**src/rtl/high_bit_expand_pkg.sv**
```systemverilog
// Shared sizing helpers for the high-bit search / expand pair.
// Both ends derive tree depth and padded width from the same functions,
// so an encoder and its matching decoder always agree on the index layout.
package high_bit_expand_pkg;

   localparam int unsigned HB_DEFAULT_WIDTH = 8;

   // Number of tree levels. A 2-bit vector still needs one doubling stage.
   function automatic int unsigned hb_levels(input int unsigned width);
      if (width > 2) begin
         return $clog2(width);
      end
      return 1;
   endfunction

   // Internal power-of-2 vector width produced by the tree.
   function automatic int unsigned hb_width_padded(input int unsigned width);
      return 32'd1 << hb_levels(width);
   endfunction

   // Bit-index type for the default vector width.
   typedef logic [$clog2(HB_DEFAULT_WIDTH)-1:0] hb_index_t;

endpackage : high_bit_expand_pkg

```
**src/rtl/high_bit_expand_stage.sv**
```systemverilog
// One level of the index-to-mask decode tree.
// Doubles the one-hot / thermometer vectors using one index bit and
// registers the result, together with the sideband that travels with the beat.
//
// Ports:
//   clk, rst_n   clock, asynchronous active-low reset
//   en_i         pipeline advance; every register holds when low
//   valid_i/o    beat valid in / registered out
//   flag_i/o     bit-present flag in / registered out
//   rerr_i/o     range-error bit in / registered out
//   idx_i/o      zero-extended index in / registered out
//   oh_i, mk_i   one-hot and mask from the previous level (IN_W bits)
//   oh_o, mk_o   doubled one-hot and mask, registered (2*IN_W bits)
module high_bit_expand_stage
   import high_bit_expand_pkg::*;
#(
   parameter int unsigned IN_W    = 1,
   parameter int unsigned IDX_W   = 1,
   parameter int unsigned BIT_SEL = 0
) (
   input  logic                clk,
   input  logic                rst_n,
   input  logic                en_i,
   input  logic                valid_i,
   input  logic                flag_i,
   input  logic                rerr_i,
   input  logic [IDX_W-1:0]    idx_i,
   input  logic [IN_W-1:0]     oh_i,
   input  logic [IN_W-1:0]     mk_i,
   output logic                valid_o,
   output logic                flag_o,
   output logic                rerr_o,
   output logic [IDX_W-1:0]    idx_o,
   output logic [2*IN_W-1:0]   oh_o,
   output logic [2*IN_W-1:0]   mk_o
);

   logic                b;
   logic [2*IN_W-1:0]   oh_d, mk_d;
   logic [2*IN_W-1:0]   oh_q, mk_q;
   logic                valid_q, flag_q, rerr_q;
   logic [IDX_W-1:0]    idx_q;

   assign b = idx_i[BIT_SEL];

   // Each parent bit splits into a low/high child. The high child of the
   // mask is cleared only when the parent is the selected bit and b picks
   // the low half, so every bit below the selected one stays set.
   always_comb begin
      oh_d = '0;
      mk_d = '0;
      for (int unsigned j = 0; j < IN_W; j++) begin
         oh_d[2*j+1] = oh_i[j] & b;
         oh_d[2*j]   = oh_i[j] & ~b;
         mk_d[2*j+1] = mk_i[j] & (~oh_i[j] | b);
         mk_d[2*j]   = mk_i[j];
      end
   end

   always_ff @(posedge clk or negedge rst_n) begin
      if (!rst_n) begin
         valid_q <= 1'b0;
         flag_q  <= 1'b0;
         rerr_q  <= 1'b0;
         idx_q   <= '0;
         oh_q    <= '0;
         mk_q    <= '0;
      end else if (en_i) begin
         valid_q <= valid_i;
         flag_q  <= flag_i;
         rerr_q  <= rerr_i;
         idx_q   <= idx_i;
         oh_q    <= oh_d;
         mk_q    <= mk_d;
      end
   end

   assign valid_o = valid_q;
   assign flag_o  = flag_q;
   assign rerr_o  = rerr_q;
   assign idx_o   = idx_q;
   assign oh_o    = oh_q;
   assign mk_o    = mk_q;

endmodule : high_bit_expand_stage

```
**src/rtl/high_bit_expand.sv**
```systemverilog
// Pipelined binary-to-mask decoder (inverse of the high-bit search encoder).
// Decodes a bit index into a one-hot vector and a thermometer mask covering
// that bit and all lower bits, through a log2 tree of registered stages.
//
// Ports:
//   clk            clock, rising edge
//   rst_n          asynchronous active-low reset
//   in_valid       input beat valid
//   in_ready       input beat accepted when in_valid & in_ready
//   in_flag        a bit is present (encoder's valid flag)
//   in_index       bit position to decode
//   out_valid      output beat valid
//   out_ready      downstream accepts output
//   out_flag       registered copy of in_flag
//   out_onehot     one-hot of in_index
//   out_mask       bits [in_index:0] set
//   out_range_err  in_index >= OUTPUT_WIDTH with in_flag set
module high_bit_expand
   import high_bit_expand_pkg::*;
#(
   parameter int unsigned OUTPUT_WIDTH = 8
) (
   input  logic                                 clk,
   input  logic                                 rst_n,
   input  logic                                 in_valid,
   output logic                                 in_ready,
   input  logic                                 in_flag,
   input  logic [$clog2(OUTPUT_WIDTH)-1:0]      in_index,
   output logic                                 out_valid,
   input  logic                                 out_ready,
   output logic                                 out_flag,
   output logic [OUTPUT_WIDTH-1:0]              out_onehot,
   output logic [OUTPUT_WIDTH-1:0]              out_mask,
   output logic                                 out_range_err
);

   localparam int unsigned IDX_WIDTH    = $clog2(OUTPUT_WIDTH);
   localparam int unsigned LEVELS       = hb_levels(OUTPUT_WIDTH);
   localparam int unsigned WIDTH_PADDED = hb_width_padded(OUTPUT_WIDTH);

   // Level s occupies bits [2**s-1 +: 2**s] of the flat vectors; level 0 is
   // the 1-bit seed taken straight from the inputs.
   logic [2*WIDTH_PADDED-2:0]      oh_all, mk_all;
   logic [(LEVELS+1)*LEVELS-1:0]   idx_all;
   logic [LEVELS:0]                valid_all, flag_all, rerr_all;
   logic                           advance;
   logic                           rerr_in;

   assign advance  = !out_valid | out_ready;
   assign in_ready = advance;

   assign rerr_in = in_flag & (32'(in_index) >= OUTPUT_WIDTH);

   assign oh_all[0]               = in_flag;
   assign mk_all[0]               = in_flag;
   assign idx_all[0 +: LEVELS]    = LEVELS'(in_index);
   assign valid_all[0]            = in_valid;
   assign flag_all[0]             = in_flag;
   assign rerr_all[0]             = rerr_in;

   for (genvar s = 1; s <= LEVELS; s++) begin : g_level
      localparam int unsigned IN_W = 32'd1 << (s - 1);

      high_bit_expand_stage #(
         .IN_W    (IN_W),
         .IDX_W   (LEVELS),
         .BIT_SEL (LEVELS - s)
      ) u_stage (
         .clk     (clk),
         .rst_n   (rst_n),
         .en_i    (advance),
         .valid_i (valid_all[s-1]),
         .flag_i  (flag_all[s-1]),
         .rerr_i  (rerr_all[s-1]),
         .idx_i   (idx_all[(s-1)*LEVELS +: LEVELS]),
         .oh_i    (oh_all[IN_W-1 +: IN_W]),
         .mk_i    (mk_all[IN_W-1 +: IN_W]),
         .valid_o (valid_all[s]),
         .flag_o  (flag_all[s]),
         .rerr_o  (rerr_all[s]),
         .idx_o   (idx_all[s*LEVELS +: LEVELS]),
         .oh_o    (oh_all[2*IN_W-1 +: 2*IN_W]),
         .mk_o    (mk_all[2*IN_W-1 +: 2*IN_W])
      );
   end

   logic [WIDTH_PADDED-1:0] oh_fin, mk_fin;
   logic [LEVELS-1:0]       idx_fin_unused;

   assign oh_fin         = oh_all[WIDTH_PADDED-1 +: WIDTH_PADDED];
   assign mk_fin         = mk_all[WIDTH_PADDED-1 +: WIDTH_PADDED];
   assign idx_fin_unused = idx_all[LEVELS*LEVELS +: LEVELS];

   // Truncating the padded tree gives onehot=0 / mask=all-ones for an
   // out-of-range index on non-power-of-2 widths.
   if (OUTPUT_WIDTH < WIDTH_PADDED) begin : g_pad
      logic pad_unused;
      assign pad_unused = ^{oh_fin[WIDTH_PADDED-1:OUTPUT_WIDTH],
                            mk_fin[WIDTH_PADDED-1:OUTPUT_WIDTH]};
   end

   assign out_valid     = valid_all[LEVELS];
   assign out_flag      = flag_all[LEVELS];
   assign out_range_err = rerr_all[LEVELS];
   assign out_onehot    = oh_fin[OUTPUT_WIDTH-1:0];
   assign out_mask      = mk_fin[OUTPUT_WIDTH-1:0];

endmodule : high_bit_expand

```
**config.mk**
```make
export PLATFORM = sky130hd
export DESIGN_NAME = high_bit_expand
export DESIGN_NICKNAME = d
export VERILOG_FILES = /design/src/rtl/high_bit_expand_pkg.sv /design/src/rtl/high_bit_expand_stage.sv /design/src/rtl/high_bit_expand.sv
export SDC_FILE = /design/constraint.sdc
export NUM_CORES = 1
export LEC_CHECK = 0
export ABC_AREA = 1
export BUFFER_PORTS_ARGS = -buffer_cell sky130_fd_sc_hd__buf_2
export CAP_MARGIN = 0
export CORE_ASPECT_RATIO = 0.75
export CORE_MARGIN = 8
export CORE_UTILIZATION = 45
export CTS_CLUSTER_SIZE = 10
export DETAILED_ROUTE_END_ITERATION = 10
export PLACE_DENSITY = 0.77
export SLEW_MARGIN = 10
export SYNTH_ARGS = -nofsm -noshare
export SYNTH_HDL_FRONTEND = slang
export SYNTH_SLANG_ARGS = --single-unit
```
**constraint.sdc**
```tcl
create_clock -name clk -period 1.65 [get_ports clk]
set_input_delay 0.33 -clock clk [delete_from_list [all_inputs] [get_ports clk]]
set_output_delay 0.33 -clock clk [all_outputs]
set_load 0.05 [all_outputs]
```
# == After elaboration in Yosys (flattened, before gate mapping) ==
# Index checks and enable logic that the tools add are counted.
# word_totals
output_inout_bits,20
regBits,37
wordCells,54
# op_classes
n_bitwise,39
reduce_logical,1
# op_table
operator,count
1-bit bitwise AND,21
1-bit inverter,10
1-bit bitwise OR,8
1-bit logical NOT,1

# == Longest topological paths before layout ==
# Gate-level depths: netlist (run 1).
# depth
depth_word,3
ltp_mapped,5
depth_no_buf,4

# == Cells and area by module ==
# From an unflattened synthesis (run 1), not the netlist that was laid out.
# hier_totals
hier_cells,212
area_unflattened_um2,1874.3
# by_module_without_submodules
module,instances,cells_each,area_each_um2,seq_area_each_um2
high_bit_expand_stage at g_level[3].u_stage,1,101,890.9,550.5
high_bit_expand_stage at g_level[2].u_stage,1,63,568.0,350.3
high_bit_expand_stage at g_level[1].u_stage,1,45,404.1,250.2
high_bit_expand,1,3,11.3,0.0

# == Worst setup path after synthesis (run 1) ==
# No wires, ideal clock.
# synth_path
path_kind,flip-flop to output port
from,reg g_level[3].u_stage.valid_q
to,out in_ready
arrival_time_ns,0.999
path_buffers,1
required_time_ns,1.320
path_stages_with_launch,3
path_slack_ns,0.321
cell_sequence,dfrtp_1 -> nand2_2 -> buf_4
# synth_between
elab_chain_len,2
# synth_lines
item,line_no,rtl
from (decl),high_bit_expand_stage.sv:41,"logic valid_q, flag_q, rerr_q;"
from (signal assigned),high_bit_expand_stage.sv:69,valid_q <= valid_i;
1-bit logical NOT,high_bit_expand.sv:49,assign advance = !out_valid | out_ready;
1-bit bitwise OR,high_bit_expand.sv:49,
to (decl),high_bit_expand.sv:26,"output logic in_ready,"
# Every way passes these cells.

# == Final worst setup path (run 1) ==
# Same ends and word-level chain as after synthesis.

==> out/results.txt, run 1 <==
Crit share post-route: 85.5%
Actual slew at the worst max-slew pin: 0.708 ns
Power Dens Cells: 1830 nW/um2
Detailed-route wire length per cell: 11.9 um
CTS sink count: 33
Die width: 78.6 um
GR Util All Layers: 11.2%
Worst-Skew Late Latency: 0.28 ns
Area leader, netlist: dfrtp_1
Flop2flop setup slack: 0.56 ns
Hold crit path type: primary input to async pin
Tmin final: 1.41 ns
Crit-path cells: nand2_2 > buf_2
Status: finished clean
# DRC: 0
Clock Pin Slew Worst Setup and Hold Paths: 0.06 ns
Row cnt: 17
Syn avg cell area: 9.26 um2
Sum Neg Setup Slack: 0 ns
Async set or reset register ratio after synthesis: 100%
Req. time, crit path: 1.32 ns
Place WS: 0.452 ns
Nets: 178
Vias in the first global route: 1008
Synth Instances: 143
Drt first pass iters: 4
Core area: 2870 um2
Layout Area Growth over Synthesis: 16.8%
Kind of critical path: register to output pin
Number of antenna violations at the first check in global routing: 0
Post-layout instance area: 1550 um2
DR vias: 997
Number of synthesized flops with an enable pin: 0
Die footprint: 4950 um2
Worst vdd ir: 0.966 mV
RSZ-0062 raised after global routing: no
Vias per inst: 4.77
Ant. Diodes: 0
First-pass GRT wire length: 4310 um
Register area: 826 um2
Total wire length: 2500 um
#FFs+latches synth: 33
Post-synth top cells: nand2_1 (70), dfrtp_1 (33), nand3_1 (14), o21ai_0 (7)
Synth cell types: 12
Mapped cell area: 1320 um2
ANT nets after route: 0
Max-cap violation count: 0
Worst reg2reg path endpoint: g_level[3].u_stage.oh_o[2]$_DFFE_PN0P_
Setup repair bufs after CTS: 0
CTS Hold Bufs: 0
Crit end category: output pin
Gpl congestion: 0.772
Sequential area share after synthesis: 62.4%
R2r startpoint: g_level[3].u_stage.valid_o$_DFFE_PN0P_
Fillers: 290
Dpl hpwl: 1770 um
Slowest stage delay, CP: 0.41 ns
Main area contributors after synthesis: dfrtp_1 (62%), nand2_1 (20%), nand3_1 (5.3%)
Cts repair resizes: 0
Clock skew: 0.00267 ns
# setup viols final: 0
CTS tree: yes
Drt initial violations: 37
Final Slew Violations: 0
CTS buffer count: 5
Post-Syn Nets: 151
CTS Root Cell: clkbuf_8
Crit-path slowest cell: dfrtp_1
Pin count of the biggest net entering global routing: 35
Critical Path Source Type: register
Relative slew margins: 52.8%
Post-layout total power: 2830 uW
Port buffer count: 26
Cells on worst reg2reg path: 5
Most numerous cell in the Yosys netlist: nand2_1
Final hold violation count: 0
Die H: 63.0 um
Layout cells sized above 1: 24.0%
YS warnings: 0
Area of the multi-input gates: 404 um2
Ports: 28
Clock buffer depth: 2
Worst Path Arrival: 1.08 ns
Critical-path maximum fanout: 6
Leakage: 0.000883 uW
Fmax: 709 MHz
H-tree depth: 2
Total gr overflow: 0
Worst setup margin: 0.240 ns
Initial core utilization: 46.1%
Predominant post-synthesis flop cell: dfrtp_1
Synth top area share: 62.4%
Hold_ws: 0.0959 ns
DP Area: 1450 um2
-- layer usage --
layer	GRT usage [%]	up-vias	wire, um
met2	16.6	31	1070
met3	6.47	4	222
li1	-	495	-
met5	0	-	0
met1	12.7	467	1180
met4	4.84	0	28
-- area by class of cell --
| type | instances | area share [%] |
|---|---|---|
| Tap cell | 38 | 3.07 |
| Clock inverter | 1 | 0.324 |
| Timing Repair Buffer | 28 | 9.39 |
| Clock buffer | 7 | 6.23 |
| Sequential cell | 33 | 53.4 |
| Inverter | 6 | 1.46 |
| Multi-Input combinational cell | 96 | 26.1 |
-- critical path, delay by kind of cell, from the launching register on --
family,cells,cell delay (ns)
simple gates,1,0.12
flops,1,0.41
buf+inv,1,0.27
-- registers in the layout, indices dropped and copies added, names as in the netlist --
signal,cells
g_level.u_stage.idx_o,3
g_level.u_stage.mk_o,14
g_level.u_stage.oh_o,13
g_level.u_stage.valid_o,3
-- per-stage QoR --
step / utilization [%] / std cells
after floorplan: - / 143
after global placement: 50.3 / 201
after detailed placement: 50.3 / 201
after CTS: 53.9 / 209
after global routing: 53.9 / 209
final: 53.9 / 209
-- worst max-delay path by stage --
| stage | start | endpoint | slack, ns | cells past startpoint |
|---|---|---|---|---|
| 3_5_place_dp | out_ready | in_ready | 0.45 | 4 |
| 2_1_floorplan | g_level[3].u_stage.valid_o$_DFFE_PN0P_ | in_ready | 0.32 | 2 |
| 3_3_place_gp | out_ready | in_ready | 0.45 | 4 |
| 5_1_grt | g_level[3].u_stage.valid_o$_DFFE_PN0P_ | in_ready | 0.17 | 2 |
| 6_report | g_level[3].u_stage.valid_o$_DFFE_PN0P_ | in_ready | 0.24 | 2 |
| 4_1_cts | g_level[3].u_stage.valid_o$_DFFE_PN0P_ | in_ready | 0.21 | 2 |
-- logic make-up after synthesis --
group	synth area share, %
compound gates	3.31
buf+inv	7.09
flops	62.4
simple gates	26.9
other cells	0.283
-- where the power goes --
part / switching (uW) / total (uW) / internal (uW)
logic: 798 / 1020 / 221
clock network: 268 / 644 / 376
registers: 139 / 1160 / 1020
total: 1210 / 2830 / 1620
-- layout by cell type, fill, tap and decap left out --
cell type | synthesis | routed
o21ai_0 | 7 | 7
inv_2 | 1 | 1
nand3_1 | 14 | 14
buf_2 | 0 | 26
nand2_2 | 2 | 2
dfrtp_1 | 33 | 33
o21ai_2 | 1 | 1
nand2_1 | 70 | 70
clkbuf_8 | 0 | 7
nor2_4 | 1 | 1
buf_4 | 5 | 2
clkinv_2 | 0 | 1
conb_1 | 1 | 1
inv_1 | 5 | 5
Power figures use the tool's default switching activity.
==> inputs of run 2 (changes only) <==
- CTS_BUF_LIST: not set -> sky130_fd_sc_hd__clkbuf_4
- GPL_ROUTABILITY_DRIVEN: not set -> 1
==> run 2 against run 1 <==
  * Wire length decreased by 0.76%
  * Sequential power about the same
  * First-iteration DRC count decreased by 8.1%
  * Critical endpoint unchanged
  * Non-clock buffer count unchanged
  * Count of clock-buffer cells in the layout decreased by 2
  * Flip-flop and latch count unchanged
  * Register-to-register slack about the same
  * Final area decreased by 3.3%
  * Critical path type unchanged
  * Critical path depth unchanged
==> out/results.txt, run 2 (synthesis gave the netlist of run 1 again) <==
DR vias: 990
Critical Path Source Type: register
Max reg flops: 14
Fillers: 299
Crit end category: output pin
Relative slew margins: 53.2%
Fmax: 683 MHz
Vias in the first global route: 1005
Core area: 2870 um2
Cts repair resizes: 0
CTS sink count: 33
Drt initial violations: 34
Register area: 826 um2
Tmin final: 1.46 ns
Ports: 28
CTS Hold Bufs: 0
CTS tree: yes
RSZ-0062 raised after global routing: no
Post-layout instance area: 1500 um2
H-tree depth: 2
Ant. Diodes: 0
Crit share post-route: 88.8%
Final Slew Violations: 0
Total wire length: 2480 um
Most frequent cells in the layout: nand2_1 (70), dfrtp_1 (33), buf_2 (26)
Worst Path Arrival: 1.13 ns
Leakage: 0.000859 uW
Status: finished clean
Post-layout total power: 2580 uW
Worst vdd ir: 1.03 mV
# DRC: 0
Kind of critical path: register to output pin
Vias per inst: 4.74
Worst-Skew Late Latency: 0.33 ns
Layout Area Growth over Synthesis: 12.9%
CTS Root Cell: clkbuf_4
Req. time, crit path: 1.32 ns
Power Dens Cells: 1730 nW/um2
Final hold violation count: 0
Port buffer count: 26
Pin count of the biggest net entering global routing: 35
Hold crit path type: primary input to async pin
GR Util All Layers: 11.1%
DP Area: 1450 um2
Initial core utilization: 46.1%
# setup viols final: 0
First-pass GRT wire length: 4310 um
Die width: 78.6 um
Number of antenna violations at the first check in global routing: 0
Max-cap violation count: 0
Clock Pin Slew Worst Setup and Hold Paths: 0.10 ns
Actual slew at the worst max-slew pin: 0.703 ns
Commonest non-fill, non-tap cell in the layout: nand2_1
Critical-path maximum fanout: 6
Layout cells sized above 1: 22.8%
CTS buffer count: 5
Total gr overflow: 0
Gpl congestion: 0.772
Sum Neg Setup Slack: 0 ns
Setup repair bufs after CTS: 0
Clock skew: 0.00520 ns
Dpl hpwl: 1770 um
Die H: 63.0 um
Hold_ws: 0.0399 ns
Clock buffer depth: 2
Die footprint: 4950 um2
Row cnt: 17
Drt first pass iters: 4
Area of the multi-input gates: 404 um2
Detailed-route wire length per cell: 11.9 um
ANT nets after route: 0
Nets: 178
-- run 2: cell type report --
class | count | share of cell area, %
clock buffers | 5 | 2.51
clock inverters | 3 | 0.837
inverters | 6 | 1.51
multi-input cells | 96 | 27.0
flip-flops and latches | 33 | 55.2
well taps | 38 | 3.18
repair buffers | 28 | 9.71
-- run 2: per-layer routing --
layer  global-route usage (%)  routed length [um]
met3                     6.03                 213
met1                     12.9                1180
met2                     16.5                1060
met4                     4.84                  27
met5                        0                   0
-- run 2: path summary, 6_finish.rpt --
path / cells after the start / slack [ns] / to / from
min: 1 / 0.04 / g_level[3].u_stage.oh_o[1]$_DFFE_PN0P_ / rst_n
min in group clk: 3 / 0.21 / g_level[1].u_stage.idx_o[0]$_DFFE_PN0P_ / in_index[0]
min reg2reg: 2 / 0.46 / g_level[3].u_stage.valid_o$_DFFE_PN0P_ / g_level[2].u_stage.valid_o$_DFFE_PN0P_
max in group asynchronous: 1 / 1.16 / g_level[1].u_stage.idx_o[1]$_DFFE_PN0P_ / rst_n
max: 2 / 0.19 / in_ready / g_level[3].u_stage.valid_o$_DFFE_PN0P_
max reg2reg: 5 / 0.56 / g_level[3].u_stage.oh_o[2]$_DFFE_PN0P_ / g_level[3].u_stage.valid_o$_DFFE_PN0P_
-- run 2: critical path: stages, from the launching register on --
cell	delay, ns
dfrtp_1	0.42
nand2_2	0.12
buf_2	0.27
-- run 2: stage by stage --
step                setup slack [ns]  utilization, %  std cells
finish                         0.186            52.1        209
detailed placement             0.452            50.3        201
global placement               0.455            50.3        201
CTS                            0.148            52.1        209
global route                   0.109            52.1        209
floorplan                      0.321               -        143
-- run 2: power by group --
group / switching, uW / internal [uW]
clock: 250 / 154
combinational: 798 / 221
sequential: 139 / 1020
total: 1190 / 1390
==> inputs of run 3 (changes only) <==
- PLACE_DENSITY: 0.77 -> 0.74
- SLEW_MARGIN: 10 -> 25
- SYNTH_HIERARCHICAL: not set -> 1
==> run 3 against run 2 <==
  * Synthesized area increased by 25%
  * Utilization up 0.14 points
  * Cell count rose by 31%
  * Non-clock buffer count grew 3
  * Worst hold slack improved by 0.15 ns
  * Combinational power up 40%
  * Synthesized cell count increased by 34%
  * Critical endpoint unchanged
  * Highest routed layer unchanged
==> out/results.txt, run 3 <==
Mapped cell area: 1660 um2
First-pass GRT wire length: 5060 um
Hold crit path type: primary input to register
Row cnt: 19
Syn avg cell area: 8.69 um2
Synth Instances: 191
Crit share post-route: 88.0%
Placed cell count: 265
RSZ-0062 raised after global routing: no
Layout Cells excl Fill: 274
Initial core utilization: 46.3%
ANT nets after route: 0
Drt initial violations: 56
Die H: 68.6 um
Nets: 229
Max-cap violation count: 0
Clock buffer depth: 2
CTS Hold Bufs: 1
# setup viols final: 0
Most frequent cells in the layout: nand2_1 (110), dfrtp_1 (40), buf_2 (27)
Number of antenna violations at the first check in global routing: 0
Place WS: 0.521 ns
Core area: 3590 um2
Worst setup margin: 0.198 ns
Drt first pass iters: 5
Crit end category: output pin
Critical-path maximum fanout: 3
Req. time, crit path: 1.32 ns
H-tree depth: 2
Final Slew Violations: 0
Leakage: 0.00113 uW
Tmin final: 1.45 ns
Cts repair resizes: 0
Fmax: 689 MHz
Gpl congestion: 0.775
Total gr overflow: 0
Vias per inst: 4.44
Final hold violation count: 0
Worst-Skew Late Latency: 0.33 ns
Vias in the first global route: 1135
Commonest non-fill, non-tap cell in the layout: nand2_1
GR Util All Layers: 10.9%
Total wire length: 2960 um
Power Dens Cells: 1830 nW/um2
Layout Area Growth over Synthesis: 12.9%
CTS sink count: 40
Detailed-route wire length per cell: 10.8 um
Critical Path Source Type: register
Clock skew: 0.00968 ns
Worst vdd ir: 0.662 mV
Worst Path Arrival: 1.12 ns
DR vias: 1217
Status: finished clean
Ports: 28
Setup repair bufs after CTS: 0
YS warnings: 6
Post-Syn Nets: 199
Port buffer count: 27
# DRC: 0
Pin count of the biggest net entering global routing: 37
Die width: 86.1 um
Kind of critical path: register to output pin
CTS buffer count: 5
Clock Pin Slew Worst Setup and Hold Paths: 0.11 ns
Ant. Diodes: 0
CTS Root Cell: clkbuf_4
CTS tree: yes
Layout cells sized above 1: 20.7%
Die footprint: 5910 um2
Dpl hpwl: 2120 um
Sum Neg Setup Slack: 0 ns
[run 3: final cells by class]
cell class	count	area [um2]
inverter	14	55.1
tap	52	65.1
multi-input combinational	129	517
clock inverter	1	3.75
timing repair buffer	31	180
fill	341	1720
sequential	40	1000
clock buffer	7	52.6
[run 3: layer usage]
layer	global-route usage (%)	part of all wire (%)	vias up
met5	0	0	-
met4	3.26	0.47	0
met3	4.38	6.9	2
met2	15.5	38	30
met1	14.8	54	555
li1	-	-	630
[run 3: power by group]
| group | internal, uW | switching, uW |
|---|---|---|
| combinational | 330 | 1100 |
| clock | 197 | 288 |
| sequential | 1300 | 210 |
| total | 1830 | 1600 |
[run 3: path summary, 6_finish.rpt]
| kind | startpoint | endpoint | slack (ns) | depth (start not counted) |
|---|---|---|---|---|
| max in group asynchronous | rst_n | g_level[3].u_stage/oh_o[3]$_DFFE_PN0P_ | 0.75 | 3 |
| setup reg to reg | g_level[3].u_stage/valid_o$_DFFE_PN0P_ | g_level[3].u_stage/oh_o[3]$_DFFE_PN0P_ | 0.55 | 5 |
| hold / removal | in_valid | g_level[1].u_stage/valid_o$_DFFE_PN0P_ | 0.19 | 3 |
| hold reg to reg | g_level[3].u_stage/mk_o[6]$_DFFE_PN0P_ | g_level[3].u_stage/mk_o[6]$_DFFE_PN0P_ | 0.48 | 2 |
| setup / recovery | g_level[3].u_stage/valid_o$_DFFE_PN0P_ | in_ready | 0.20 | 2 |
| min in group asynchronous | rst_n | g_level[2].u_stage/rerr_o$_DFFE_PN0P_ | 0.41 | 2 |
[run 3: per-stage QoR]
step / power, uW / instance area, um2 / hold WS [ns] / utilization [%]
after global routing: 3670 / 1870 / 0.172 / 52.2
after CTS: 3470 / 1870 / 0.177 / 52.2
after global placement: 2940 / 1810 / 0.240 / 50.4
after floorplan: 2690 / 1660 / 0.0344 / -
final: 3430 / 1870 / 0.191 / 52.2
after detailed placement: 2970 / 1810 / 0.244 / 50.4
[run 3: worst max-delay path: stages (launching register included)]
cell     delay [ns]
dfrtp_1        0.42
nand2_2        0.10
buf_2          0.27
